File: config.mk
export PLATFORM = sky130hd
export DESIGN_NAME = sck_burst_gen
export DESIGN_NICKNAME = d
export VERILOG_FILES = /design/src/rtl/sck_burst_gen.sv
export SDC_FILE = /design/constraint.sdc
export NUM_CORES = 1
export LEC_CHECK = 0
export ABC_AREA = 1
export BUFFER_PORTS_ARGS = -buffer_cell sky130_fd_sc_hd__buf_2
export CAP_MARGIN = 20
export CORE_UTILIZATION = 62
export CTS_BUF_LIST = sky130_fd_sc_hd__clkbuf_4 sky130_fd_sc_hd__clkbuf_8
export DETAILED_ROUTE_END_ITERATION = 12
export PLACE_DENSITY = 0.88
export SETUP_SLACK_MARGIN = 0.15
export SLEW_MARGIN = 40
export SYNTH_ARGS = -nofsm -noshare
export SYNTH_HDL_FRONTEND = slang
export SYNTH_SLANG_ARGS = --single-unit
File: constraint.sdc
create_clock -name clk -period 4.9 [get_ports clk]
set_clock_uncertainty 0.2 [all_clocks]
set_input_delay 0.245 -clock clk [delete_from_list [all_inputs] [get_ports clk]]
set_output_delay 0.245 -clock clk [all_outputs]
set_load 0.05 [all_outputs]
File: src/rtl/sck_burst_gen.sv
// SCK burst generator: emits num serial-clock pulses of period max(div,3)+1,
// with launch/sample request strobes for the selected CPOL/CPHA mode.
module sck_burst_gen #(
  parameter int CNT_W = 8,
  parameter int NUM_W = 8,
  parameter int DLY   = 2
) (
  input  logic             clk,
  input  logic             rst,
  input  logic             start,
  input  logic             abort,
  input  logic [CNT_W-1:0] div,
  input  logic [NUM_W-1:0] num,
  input  logic             cpol,
  input  logic             cpha,
  output logic             busy,
  output logic             done,
  output logic             launch_req,
  output logic             sample_req,
  output logic             sck_o
);

  localparam logic [1:0] S_IDLE = 2'd0;
  localparam logic [1:0] S_RUN  = 2'd1;
  localparam logic [1:0] S_END  = 2'd2;

  // Periods shorter than 4 cycles leave no room for distinct quarter points.
  function automatic logic [CNT_W-1:0] eff_div(input logic [CNT_W-1:0] d);
    return (d < CNT_W'(3)) ? CNT_W'(3) : d;
  endfunction

  logic [1:0]       state;
  logic [CNT_W-1:0] ph;
  logic [NUM_W-1:0] pc;
  logic [CNT_W-1:0] div_l;
  logic [NUM_W-1:0] num_l;
  logic             cpol_l;
  logic             cpha_l;
  logic [DLY:0]     sck_pipe;

  logic [CNT_W-1:0] p;
  logic [CNT_W:0]   per, q, h, qh, ph_x;
  logic             run, accept, at_end, last, in_win;
  logic             launch_m, sample_m, cpol_nx;

  always_comb begin
    p        = eff_div(div_l);
    per      = {1'b0, p} + 1'b1;
    q        = per >> 2;
    h        = per >> 1;
    qh       = q + h;
    ph_x     = {1'b0, ph};
    run      = (state == S_RUN);
    accept   = (state == S_IDLE) && start;
    at_end   = (ph == p);
    last     = at_end && (pc == num_l - 1'b1);
    in_win   = (ph_x >= q) && (ph_x < qh);
    launch_m = run && !abort && (cpha_l ? (ph_x == q) : (ph == '0));
    sample_m = run && !abort && (cpha_l ? (ph_x == qh) : (ph_x == q));
    cpol_nx  = accept ? cpol : cpol_l;
  end

  // Control state, strobes and the SCK register chain (stage 0 is sck_i).
  always_ff @(posedge clk) begin
    if (rst) begin
      state      <= S_IDLE;
      ph         <= '0;
      pc         <= '0;
      cpol_l     <= 1'b0;
      done       <= 1'b0;
      launch_req <= 1'b0;
      sample_req <= 1'b0;
      sck_pipe   <= '0;
    end else begin
      done       <= (state == S_END);
      launch_req <= launch_m;
      sample_req <= sample_m;
      cpol_l     <= cpol_nx;
      sck_pipe   <= {sck_pipe[DLY-1:0], cpol_nx ^ (run && in_win)};
      case (state)
        S_IDLE: begin
          if (start) begin
            state <= (num == '0) ? S_END : S_RUN;
            ph    <= '0;
            pc    <= '0;
          end
        end
        S_RUN: begin
          if (abort || last) begin
            state <= S_END;
          end else if (at_end) begin
            ph <= '0;
            pc <= pc + 1'b1;
          end else begin
            ph <= ph + 1'b1;
          end
        end
        S_END:   state <= S_IDLE;
        default: state <= S_IDLE;
      endcase
    end
  end

  // Burst parameters are captured on accept and need no reset.
  always_ff @(posedge clk) begin
    if (accept) begin
      div_l  <= div;
      num_l  <= num;
      cpha_l <= cpha;
    end
  end

  assign busy  = (state != S_IDLE);
  assign sck_o = sck_pipe[DLY];

endmodule

* Yosys cells after proc, flatten, opt, wreduce, memory -nomap -nowiden *
Index checks and enable logic that the tools add are counted.

word-level totals
  word-level logic and storage cells = 62
  register bits = 42

cells by class
  magnitude comparators = 3
  mux-type cells = 15
  bitwise logic cells = 1
  reductions and logical operators = 17
  add/subtract/negate cells = 5
  equal/unequal tests = 10

operator list
  kind                   number
  $mux W8                6
  $pmux W8 S2            2
  $add A8 B1 Y8 const B  2
  $eq A8 B8 Y1           2
  $logic_not A8 Y1       2
  $add A7 B8 Y9          1
  $add A8 B1 Y9 const B  1
  $eq A8 B9 Y1           1
  $lt A8 B9 Y1           1
  $eq A8 B7 Y1           1
  $ge A8 B7 Y1           1
  $lt A8 B2 Y1 const B   1
  $sub A8 B1 Y8 const B  1
  $logic_and A1 B1 Y1    7
  $mux W2                3
  $ne A2 B1 Y1 const B   2
  $ne A2 B2 Y1 const B   2
  $pmux W2 S2            1
  $reduce_and A4 Y1      1
  $reduce_bool A2 Y1     2
  $mux W1                3
  $reduce_and A3 Y1      1
  $eq A2 B1 Y1 const B   1
  $eq A2 B2 Y1 const B   1
  5 further kinds        5

* Depth between registers and ports, before layout *
  depth in word-level cells = 8
  depth in mapped cells = 28

* Least setup slack after synthesis *
OpenSTA, ideal clock, no wires.

  path kind = register to register
  start point = register div_l[2]
  end point = register sck_pipe[0]
  setup slack = 1407 ps
  data arrival time = 3184 ps
  setup time = 110 ps
  required time = 4590 ps
  period minus slack after synthesis = 3493 ps
  stages on the path, launching flop included = 28
  cells stage by stage = edfxtp_1 -> nor2_1 -> nand2_1 -> inv_2 -> nand2_4 -> nand2_4 -> ha_1 -> nand2_1 -> inv_1 -> nor2_1 -> ha_1 -> fa_1 -> a21oi_1 -> nand2_1 -> nand2_1 -> o21ai_0 -> xnor2_1 -> ha_1 -> nand2_1 -> o21bai_1 -> nand2_1 -> nand2_1 -> nand2_1 -> nand3_1 -> nand3_1 -> nand2_1 -> nand2_1 -> inv_1

on the way
  longest elaborated chain between the ends = 8
  elaborated cells between the ends (all ways) = 9

ends and longest elaborated chain
  item                      line  source
  start: declaration        35    logic [CNT_W-1:0] div_l;
  start signal: assignment  107   div_l <= div;
  $lt A8 B2 Y1              29    return (d < CNT_W'(3)) ? CNT_W'(3) : d;
  $mux W8 *                 29
  $add A8 B1 Y9 *           48    per = {1'b0, p} + 1'b1;
  $add A7 B8 Y9             51    qh = q + h;
  $lt A8 B9 Y1              57    in_win = (ph_x >= q) && (ph_x < qh);
  $logic_and A1 B1 Y1 *     57
  $logic_and A1 B1 Y1 *     79    sck_pipe <= {sck_pipe[DLY-1:0], cpol_nx ^ (run && in_win)};
  $xor A1 B1 Y1 *           79
  end signal: assignment    79
  end: declaration          39    logic [DLY:0] sck_pipe;

Mark *: on every way between the ends. The rest lies on a longest branch, timed or not.
A chain may end at the register's enable or synchronous reset.

* Worst setup path after layout *
  start point = register div_l[6]
  end point = register sck_pipe[0]

Same word-level chain as after synthesis.

==> results.md <==
* Register area share after synthesis at between 20% and 30%
* Synth Warn # at 0
* Cell variety after synth at a little over 40
* Vias at 3243
* Crit path DAT at approximately 4.0 ns
* Power, Total at just under 0.0009 W
* Setup slack, reg-to-reg at between 0.9 and 1 ns
* # IOs at 27
* Die Width at approximately 76 um
* PortBufs at 26
* Unrepaired setup endpoints after global routing: false
* Flops & latches, synth at 42
* Synth top area cells: edfxtp_1 15%, dfxtp_1 15%, nand2_1 12%, ha_1 10%, inv_1 7.7%
* Largest net degree at the start of global routing at 22
* Vias per cell at about 5.5
* Drt total wl at roughly 8300 um
* Post-CTS setup buffers at 0
* Fin crit period at around 4 ns
* R2r startpoint: div_l[6]$_DFFE_PP_
* Placed cell areas at roughly 3600 um^2
* Post-route ant nets at 0
* Status: finished clean
* CP required at 4.92 ns
* F_max at about 250 MHz
* CTS buffer count at 5
* Share of the synthesized area in the top cell type at approximately 15%
* Max-Slew Margin vs Limit at about three fifths
* Critical Path Slowest Stage Cell: edfxtp_1
* Clock slew at reported path FFs at around 0.090 ns
* Leakage power at 1.815 nW
* Std cell rows at 26
* Die Y at approximately 76 um
* Clk sink count at between 40 and 50
* Peak supply drop at approximately 0.21 mV
* Initial antenna violation count at 0
* DR iter-0 viols at approximately 260
* DP HPWL at approximately 6100 um
* Final Cycle Share at roughly four fifths
* Vias in the first global route at roughly 3000
* Die Area at approximately 5700 um^2
* Final RePlAce weighted congestion at roughly 1.0
* Gr ovfl total at 0
* Area delta synth->final at 13.42%
* Starting Density at about 65%
* CTS resizes at 0
* Crit-path max cell delay at around 0.43 ns
* Pwr Density at between 200 and 250 nW/um^2
* Slew @ Worst Pin at about 0.62 ns
* Drt wl/cell at approximately 14 um
* Diode count at 0
* Final Max Tran Viols at 0
* Setup_tns at 0 ns
* Layout cells sized above 1 at 16.38%
* Crit Path Category: reg -> reg
* Design Area, Final at 3829 um^2
* Residual DRC at 0
* CORE AREA at a little over 5000 um^2
* Final #Nets at around 570
* Skew-Pair Late Insertion Delay at 0.31 ns
* Finish-stage setup viols at 0
* Worst setup EP type: flip-flop
* Drt first pass iters at 5
* Worst Hold Launch: cpol
* Max_cap viols at 0
* Mapped Nets at 523
* Async SR Flop Fraction at 0%
* H-tree Lvls at 2
* CP max FO at 5
* EDFF count, synth at 17
* Top cell type by total area after synthesis: edfxtp_1
* Mapped Cells at around 470
* Final hold violation count at 0
* Syn avg cell area at between 7 and 8 um^2
* TritonCTS clock tree: yes
* First-pass GRT wire length at 13450 um
* Mapped Area at 3376 um^2
* Clock Tree Buf Depth at 2
* Crit-path most repeated cell: nand2_1
* HP Class: in -> reg
* Startpoint types: flip-flop
* CTS root buffer: clkbuf_8
* Critical path startpoint: div_l[6]$_DFFE_PP_
* Gr usage total at 31.45%
* Ys flop type: dfxtp_1
* Fill count at approximately 370
* Util after Layout at between 70% and 80%
## where the power goes
group          switching (W)  internal [W]
logic               0.000156     0.0000885
clock network       0.000133      0.000100
registers          0.0000165      0.000382
total               0.000306      0.000571
## flip-flops by register name, indices dropped and copies added (netlist names)
signal,count
ph,8
pc,8
launch_req,1
sample_req,1
sck_pipe,3
cpha_l,1
num_l,8
cpol_l,1
div_l,8
done,1
state,2
## logic make-up after synthesis
kind of cell / count (synthesis) / share of synthesized area [%]
and+or+nand+nor: 252 / 35.25
buffers and inverters: 83 / 9.525
AOI/OAI and AO/OA: 45 / 8.674
DFF: 42 / 29.95
adders and majority gates: 28 / 10.60
xor gates and xnor gates: 22 / 5.708
muxes: 1 / 0.2965
## final timing paths
check	depth (start not counted)	end
min	3	cpol_l$_SDFF_PP0_
max reg2reg	27	sck_pipe[0]$_SDFF_PP0_
min reg2reg	2	sck_pipe[2]$_SDFF_PP0_
max	27	sck_pipe[0]$_SDFF_PP0_
## cell usage after synthesis (2+ instances only)
cell type  number
edfxtp_1       17
nand2_4         3
inv_2           7
nand2_1       111
a21oi_1        18
o21bai_1        2
a21oi_2         9
o21ai_0         8
nand2_2        15
nor2_2          7
xor2_1         14
nand4_1        10
xnor2_1         8
nor4_1          5
inv_1          69
nand3_2         3
clkbuf_1        3
dfxtp_1        25
ha_1           27
nor2_1         41
nor3_1         10
nand3_1        42
## worst max-delay path, delay by kind of cell (launching register included)
kind	cells	cell delay (ns)
AND/OR/NAND/NOR	15	1.46
adder cells (fa/ha/maj)	3	0.75
AO/OA/AOI/OAI	4	0.53
flip-flops	1	0.43
buffers and inverters	4	0.33
XOR/XNOR	1	0.18
## stage by stage
step,std cells,setup slack (ns),hold slack (ns)
after floorplan,473,1.407,0.1289
after global placement,564,1.141,0.1997
after detailed placement,564,1.026,0.2013
after CTS,589,0.9958,0.05358
after global routing,589,0.6136,0.1036
final,589,0.9483,0.06481
## cells in the final DEF (no fill, tap or decap), drive strengths merged, types with 5 or more instances in the layout
master and n:
o21ai 9, buf 27, dlygate4sd3 17, inv 77, nand2 130, nand4 10, a21oi 28, xnor2 8
xor2 14, nor4 5, nand3 45, nor2 50, ha 27, edfxtp 17, dfxtp 25, clkbuf 5
nor3 10
## per-layer routing
metal	global-route usage, %	vias to the layer above	routed length [um]
met5	0	-	0
met4	10.08	0	160
met3	5.820	22	607
met2	55.95	147	4037
met1	38.20	1461	3484
li1	-	1613	-
## layout make-up
type	count	area [um^2]	area share [%]
clock inverter	3	18.77	0.4902
timing repair buffer	44	307.8	8.039
tap	70	87.58	2.288
multi-input combinational	348	2046	53.43
inverter	77	289.0	7.549
sequential	42	1011	26.41
clock buffer	5	68.82	1.797
## timing repair
action | CTS | global route
setup endpoints to repair | 0 | 0
hold endpoints to repair | 17 | 0
hold buffers | 17 | 0
Power figures use the tool's default switching activity.
